--- config.mk ---
export PLATFORM = sky130hd
export DESIGN_NAME = id_ex_stage
export DESIGN_NICKNAME = d
export VERILOG_FILES = /design/src/rtl/mips_pkg.sv /design/src/rtl/hazard_detect.sv /design/src/rtl/id_ex_stage.sv
export SDC_FILE = /design/constraint.sdc
export NUM_CORES = 1
export LEC_CHECK = 0
export CORE_MARGIN = 3
export CORE_UTILIZATION = 38
export DETAILED_ROUTE_END_ITERATION = 10
export GPL_TIMING_DRIVEN = 0
export PLACE_DENSITY = 0.81
export SETUP_SLACK_MARGIN = 0.02
export SYNTH_ARGS = -nofsm -noshare
export SYNTH_HDL_FRONTEND = slang
export SYNTH_SLANG_ARGS = --single-unit
--- constraint.sdc ---
create_clock -name clk -period 5.4 [get_ports clk]
set_input_delay 1.08 -clock clk [delete_from_list [all_inputs] [get_ports clk]]
set_output_delay 1.08 -clock clk [all_outputs]
set_load 0.03 [all_outputs]
--- src/rtl/mips_pkg.sv ---
// Shared MIPS pipeline definitions: ALU/next-PC encodings, destination
// selects and the ID/EX control word.
package mips_pkg;

    localparam logic [4:0] ALUOP_ADD  = 5'b00001;
    localparam logic [4:0] ALUOP_ADDU = 5'b00010;
    localparam logic [4:0] ALUOP_SUB  = 5'b00011;
    localparam logic [4:0] ALUOP_AND  = 5'b00100;
    localparam logic [4:0] ALUOP_OR   = 5'b00101;
    localparam logic [4:0] ALUOP_SLT  = 5'b00110;
    localparam logic [4:0] ALUOP_LUI  = 5'b00111;
    localparam logic [4:0] ALUOP_BEQ  = 5'b01000;

    localparam logic [2:0] NPC_SEQ = 3'd0;
    localparam logic [2:0] NPC_BEQ = 3'd1;
    localparam logic [2:0] NPC_J   = 3'd2;
    localparam logic [2:0] NPC_JR  = 3'd3;
    localparam logic [2:0] NPC_JAL = 3'd4;

    localparam logic [1:0] DST_RT  = 2'b00;
    localparam logic [1:0] DST_RD  = 2'b01;
    localparam logic [1:0] DST_R31 = 2'b10;

    localparam logic [4:0] REG_RA = 5'd31;

    // Decoder control word carried through ID/EX.
    typedef struct packed {
        logic [4:0] aluop;
        logic       reg_write;
        logic       s_b;
        logic       mem_write;
        logic [1:0] s_data_write;
        logic [2:0] npcop;
        logic       memtoreg;
    } ctrl_t;

    // Map the destination select onto a register number; the reserved
    // encoding falls back to $zero so it can never write anything.
    function automatic logic [4:0] resolve_dst(input logic [1:0] sel,
                                               input logic [4:0] rt,
                                               input logic [4:0] rd);
        case (sel)
            DST_RT:  return rt;
            DST_RD:  return rd;
            DST_R31: return REG_RA;
            default: return 5'd0;
        endcase
    endfunction

endpackage

--- src/rtl/hazard_detect.sv ---
// Load-use hazard detection between the load sitting in EX and the
// instruction currently in ID. Purely combinational.
module hazard_detect
    import mips_pkg::*;
(
    input  logic       i_ex_valid,
    input  logic       i_ex_memtoreg,
    input  logic       i_ex_reg_write,
    input  logic [4:0] i_ex_wr_num,
    input  logic [4:0] i_id_rs,
    input  logic [4:0] i_id_rt,
    input  logic       i_flush,
    output logic       o_load_use,
    output logic       o_stall
);

    logic w_src_match;

    // rt is compared even for instructions that do not read it; the extra
    // stall is cheaper than decoding which operands are really used.
    always_comb begin
        w_src_match = (i_ex_wr_num == i_id_rs) | (i_ex_wr_num == i_id_rt);
        o_load_use  = i_ex_valid & i_ex_memtoreg & i_ex_reg_write &
                      (i_ex_wr_num != 5'd0) & w_src_match;
        // A taken branch redirects fetch anyway, so freezing IF/ID is pointless.
        o_stall     = o_load_use & ~i_flush;
    end

endmodule

--- src/rtl/id_ex_stage.sv ---
// ID/EX pipeline register: latches control and operands, resolves the
// destination register and inserts bubbles on load-use or flush.
module id_ex_stage
    import mips_pkg::*;
#(
    parameter int DW = 32,
    parameter int CW = 16
) (
    input  logic          clk,
    input  logic          rst,
    input  logic          hold_i,
    input  logic          flush_i,
    input  logic [4:0]    id_aluop,
    input  logic          id_reg_write,
    input  logic          id_s_b,
    input  logic [1:0]    id_s_num_write,
    input  logic          id_mem_write,
    input  logic [1:0]    id_s_data_write,
    input  logic [2:0]    id_npcop,
    input  logic          id_memtoreg,
    input  logic [4:0]    id_rs,
    input  logic [4:0]    id_rt,
    input  logic [4:0]    id_rd,
    input  logic [DW-1:0] id_rs_data,
    input  logic [DW-1:0] id_rt_data,
    input  logic [DW-1:0] id_ext_imm,
    input  logic [DW-1:0] id_pc4,
    output logic [4:0]    ex_aluop,
    output logic          ex_reg_write,
    output logic          ex_s_b,
    output logic          ex_mem_write,
    output logic [1:0]    ex_s_data_write,
    output logic [2:0]    ex_npcop,
    output logic          ex_memtoreg,
    output logic [4:0]    ex_rs,
    output logic [4:0]    ex_rt,
    output logic [4:0]    ex_wr_num,
    output logic [DW-1:0] ex_rs_data,
    output logic [DW-1:0] ex_rt_data,
    output logic [DW-1:0] ex_ext_imm,
    output logic [DW-1:0] ex_pc4,
    output logic          ex_valid,
    output logic          stall_o,
    output logic [CW-1:0] bubble_cnt
);

    ctrl_t         r_ctrl;
    logic [4:0]    r_rs;
    logic [4:0]    r_rt;
    logic [4:0]    r_wr_num;
    logic [DW-1:0] r_rs_data;
    logic [DW-1:0] r_rt_data;
    logic [DW-1:0] r_ext_imm;
    logic [DW-1:0] r_pc4;
    logic          r_valid;
    logic [CW-1:0] r_bubble_cnt;

    logic [4:0]    w_dst;
    logic          w_load_use;
    logic          w_bubble;
    ctrl_t         w_id_ctrl;

    hazard_detect u_hazard (
        .i_ex_valid     (r_valid),
        .i_ex_memtoreg  (r_ctrl.memtoreg),
        .i_ex_reg_write (r_ctrl.reg_write),
        .i_ex_wr_num    (r_wr_num),
        .i_id_rs        (id_rs),
        .i_id_rt        (id_rt),
        .i_flush        (flush_i),
        .o_load_use     (w_load_use),
        .o_stall        (stall_o)
    );

    // Resolve destination and pack the incoming control word; a write to
    // $zero is dropped here so it never reaches writeback or forwarding.
    always_comb begin
        w_dst                  = resolve_dst(id_s_num_write, id_rt, id_rd);
        w_id_ctrl.aluop        = id_aluop;
        w_id_ctrl.reg_write    = id_reg_write & (w_dst != 5'd0);
        w_id_ctrl.s_b          = id_s_b;
        w_id_ctrl.mem_write    = id_mem_write;
        w_id_ctrl.s_data_write = id_s_data_write;
        w_id_ctrl.npcop        = id_npcop;
        w_id_ctrl.memtoreg     = id_memtoreg;
        w_bubble               = flush_i | w_load_use;
    end

    // Pipeline register: hold > flush/load-use bubble > capture.
    always_ff @(posedge clk or posedge rst) begin
        if (rst) begin
            r_ctrl    <= '0;
            r_rs      <= '0;
            r_rt      <= '0;
            r_wr_num  <= '0;
            r_rs_data <= '0;
            r_rt_data <= '0;
            r_ext_imm <= '0;
            r_pc4     <= '0;
            r_valid   <= 1'b0;
        end else if (!hold_i) begin
            if (w_bubble) begin
                r_ctrl    <= '0;
                r_rs      <= '0;
                r_rt      <= '0;
                r_wr_num  <= '0;
                r_rs_data <= '0;
                r_rt_data <= '0;
                r_ext_imm <= '0;
                r_pc4     <= '0;
                r_valid   <= 1'b0;
            end else begin
                r_ctrl    <= w_id_ctrl;
                r_rs      <= id_rs;
                r_rt      <= id_rt;
                r_wr_num  <= w_dst;
                r_rs_data <= id_rs_data;
                r_rt_data <= id_rt_data;
                r_ext_imm <= id_ext_imm;
                r_pc4     <= id_pc4;
                r_valid   <= 1'b1;
            end
        end
    end

    // Saturating count of bubbles inserted by flush or load-use.
    always_ff @(posedge clk or posedge rst) begin
        if (rst)
            r_bubble_cnt <= '0;
        else if (!hold_i && w_bubble && (r_bubble_cnt != {CW{1'b1}}))
            r_bubble_cnt <= r_bubble_cnt + CW'(1);
    end

    assign ex_aluop        = r_ctrl.aluop;
    assign ex_reg_write    = r_ctrl.reg_write;
    assign ex_s_b          = r_ctrl.s_b;
    assign ex_mem_write    = r_ctrl.mem_write;
    assign ex_s_data_write = r_ctrl.s_data_write;
    assign ex_npcop        = r_ctrl.npcop;
    assign ex_memtoreg     = r_ctrl.memtoreg;
    assign ex_rs           = r_rs;
    assign ex_rt           = r_rt;
    assign ex_wr_num       = r_wr_num;
    assign ex_rs_data      = r_rs_data;
    assign ex_rt_data      = r_rt_data;
    assign ex_ext_imm      = r_ext_imm;
    assign ex_pc4          = r_pc4;
    assign ex_valid        = r_valid;
    assign bubble_cnt      = r_bubble_cnt;

endmodule

==> metrics.md <==
| Metric | Value |
|---|---|
| Clk Tree Root Cell | `clkbuf_16` |
| Vias in the first global route | `6808` |
| Worst Tran Pin Value | `741 ps` |
| DRC violation total after the first TritonRoute iteration | `269` |
| Total negative setup slack | `0 ps` |
| Total GRT Usage | `0.225` |
| Row count | `51` |
| Post-layout util | `0.612` |
| Nets@finish | `1167` |
| CP required | `4320 ps` |
| Placed Cells | `1249` |
| Global route overflow | `0` |
| CORE AREA | `19700 sq um` |
| Top cell types by occurrence after synthesis | `dfrtp_1 (174), and2_1 (157), a31o_1 (101)` |
| Fin. max-slew vios | `0` |
| Slowest-stage cell, CP | `clkdlybuf4s50_1` |
| Critical path's largest stage delay | `700 ps` |
| TritonCTS clock tree | `done` |
| R2R depth | `7` |
| Reg-to-reg slack, setup | `3010 ps` |
| Detailed Routing Iterations Pass 1 | `4` |
| Reg clk slew, reported paths | `70 ps` |
| Setup ws final | `1180 ps` |
| Clock Sinks | `174` |
| Finished Layout Cells | `1282` |
| Slew margin rel. | `0.506` |
| Post-CTS Hold Buffers | `0` |
| Synth area leader | `dfrtp_1` |
| Seq cells post-synth | `174` |
| Die Y-Extent | `148 microns` |
| PortBufs | `334` |
| Synth unique cells | `33` |
| Setup CP Type | `in -> out` |
| CTS resizes | `0` |
| Most common cell on crit path | `clkdlybuf4s50_1` |
| Worst r2r dst | `bubble_cnt[1]` |
| Worst hold-check path type | `reg -> reg` |
| Register area share after synthesis | `0.569` |
| Synth-to-Final Area Change | `57.1%` |
| Max Cap Violations | `0` |
| I/O pin count | `338` |
| CTS Buf Count | `17` |
| P per Cell Area | `302 nW/um^2` |
| Cells after Synth | `645` |
| Worst Setup End Kind | `output pin` |
| Post-Syn Area | `7650 sq um` |
| Worst-path cell chain | `clkdlybuf4s50_1 -> xnor2_1 -> nand3_1 -> o22ai_1 -> and3_1 -> clkdlybuf4s50_1` |
| Post-DR vias/cell | `5.03` |
| Top-count cell post-synth | `dfrtp_1` |
| Remaining DRCs | `0` |
| Avg WL per Cell | `19.4 microns` |
| Final Setup Violations | `0` |
| CP max FO | `3` |
| First-pass GRT wire length | `38600 microns` |
| CP startpoint | `id_rt[4]` |
| Most used DFF post-synth | `dfrtp_1` |
| CP endpoint | `stall_o` |
| Clk buf depth | `2` |
| YS warnings | `0` |
| Avg Inst Size Synth | `11.9 sq um` |
| Clk Latency, worst-skew pair | `420 ps` |
| Crit start category | `input pin` |
| Static Leak | `5.06 nW` |
| Htree depth | `4` |
| Asr flop ratio synth | `1.00` |
| Fmax | `0.237 GHz` |
| Power Total | `0.00363 W` |
| Largest net degree at the start of global routing | `41` |
| RSZ-0062 raised after global routing | `no` |
| RR Startpoint | `bubble_cnt[0]` |
| DRT Wirelength | `24900 microns` |
| Initial core utilization | `0.389` |
| WP data arrival | `3140 ps` |
| Worst slack at placement | `1210 ps` |
| Final period utilization | `0.782` |
| Final Hold Viols | `0` |
| Clock Skew | `11.5 ps` |
| Antenna violations before repair | `3` |
| Die area | `21900 sq um` |
| Peak VDD IR | `0.200 mV` |
| Outcome | `completed` |
| DPL Wire Length | `18600 microns` |
| Ranking of synthesized cells by area | `dfrtp_1 (57%), and2_1 (13%), a31o_1 (12%), a31o_2 (6.3%), xnor2_1 (2.6%)` |
| Post-CTS Setup Bufs | `0` |
| Gp weighted congestion | `0.816` |
| Share of layout cells above drive strength 1 | `0.110` |
| Synthesized Nets | `809` |
| Post-synth EDFFs | `0` |
| Share of the synthesized area in the top cell type | `0.569` |
| Tmin final | `4220 ps` |
| ANT nets after route | `0` |
| Die width | `148 microns` |
| Vias after detailed routing | `6447` |
## critical path, delay by kind of cell
kind	cells	cell delay, ps
compound gates	1	270
xor+xnor	1	150
simple gates	2	330
buf+inv	2	1300
## layout by cell type, fill, tap and decap left out, types with 3 or more instances in the layout
cell,Yosys,routed
clkdlybuf4s50_1,0,334
dfrtp_1,174,174
and2_1,157,157
a31o_1,101,101
a31o_2,55,55
clkbuf_1,39,39
xnor2_1,23,23
clkbuf_16,0,17
nand3_1,13,13
buf_4,11,11
clkinvlp_4,0,7
nand2b_1,7,7
nand4_1,7,7
nor2_1,7,7
nand2_1,6,6
nor3_1,6,6
a21oi_1,6,6
buf_12,0,5
and3_1,4,4
diode_2,0,3
buf_6,3,3
and4_1,3,3
mux2_2,3,3
buf_2,3,3
## flip-flops by register name, summed over array words and instances (netlist names)
name / cells
ex_memtoreg: 1
ex_s_b: 1
ex_s_data_write: 2
ex_aluop: 5
bubble_cnt: 16
ex_rt_data: 32
ex_mem_write: 1
ex_rt: 5
ex_wr_num: 5
ex_pc4: 32
ex_ext_imm: 32
ex_reg_write: 1
ex_npcop: 3
ex_valid: 1
ex_rs_data: 32
ex_rs: 5
## power by group
group / internal (W) / switching, W
logic: 0.000432 / 0.000463
registers: 0.00141 / 0.0000777
clock network: 0.000708 / 0.000536
total: 0.00255 / 0.00108
## stage by stage
step                      hold WS, ps  cell area (sq um)
final                             519              12000
after global routing              550              12000
after CTS                         521              12000
after detailed placement          502              11400
after global placement            510              11300
after floorplan                   679               7660
## routing by layer
layer	global-route usage	part of all wire	routed length (microns)	vias up
li1	-	-	-	3023
met4	0.0804	0.026	640	0
met5	0	0	0	-
met3	0.0681	0.073	1820	35
met1	0.277	0.40	10000	3167
met2	0.376	0.50	12400	222
## worst min path at each step
stage,startpoint,end,slack [ps],cells after the start
after floorplan,bubble_cnt[15],bubble_cnt[15],680,1
after global placement,bubble_cnt[3],bubble_cnt[3],510,1
after detailed placement,bubble_cnt[3],bubble_cnt[3],500,1
after CTS,bubble_cnt[3],bubble_cnt[3],520,1
after global routing,bubble_cnt[6],bubble_cnt[6],550,1
final,bubble_cnt[3],bubble_cnt[3],520,1
## area by class of cell
class	count	area, sq um
Antenna cell	3	7.51
Buffer	56	278
Clock buffer	19	453
Clock inverter	11	134
Fill cell	1690	7630
Inverter	4	18.8
Multi-Input combinational cell	411	3010
Sequential cell	174	4350
Tap cell	265	332
Timing Repair Buffer	339	3440
## kinds of logic (layout without fill, tap and decap cells)
logic type / count (synthesis) / in the layout / share of synthesized area
adders and majority gates: 1 / 1 / 0.00163
muxes: 3 / 3 / 0.00441
AOI/OAI and AO/OA: 169 / 169 / 0.190
and+or+nand+nor: 214 / 214 / 0.169
other: 0 / 3 / 0
DFF: 174 / 174 / 0.569
buffers and inverters: 60 / 429 / 0.0383
xor gates and xnor gates: 24 / 24 / 0.0275
(Power assumes the default switching activity.)
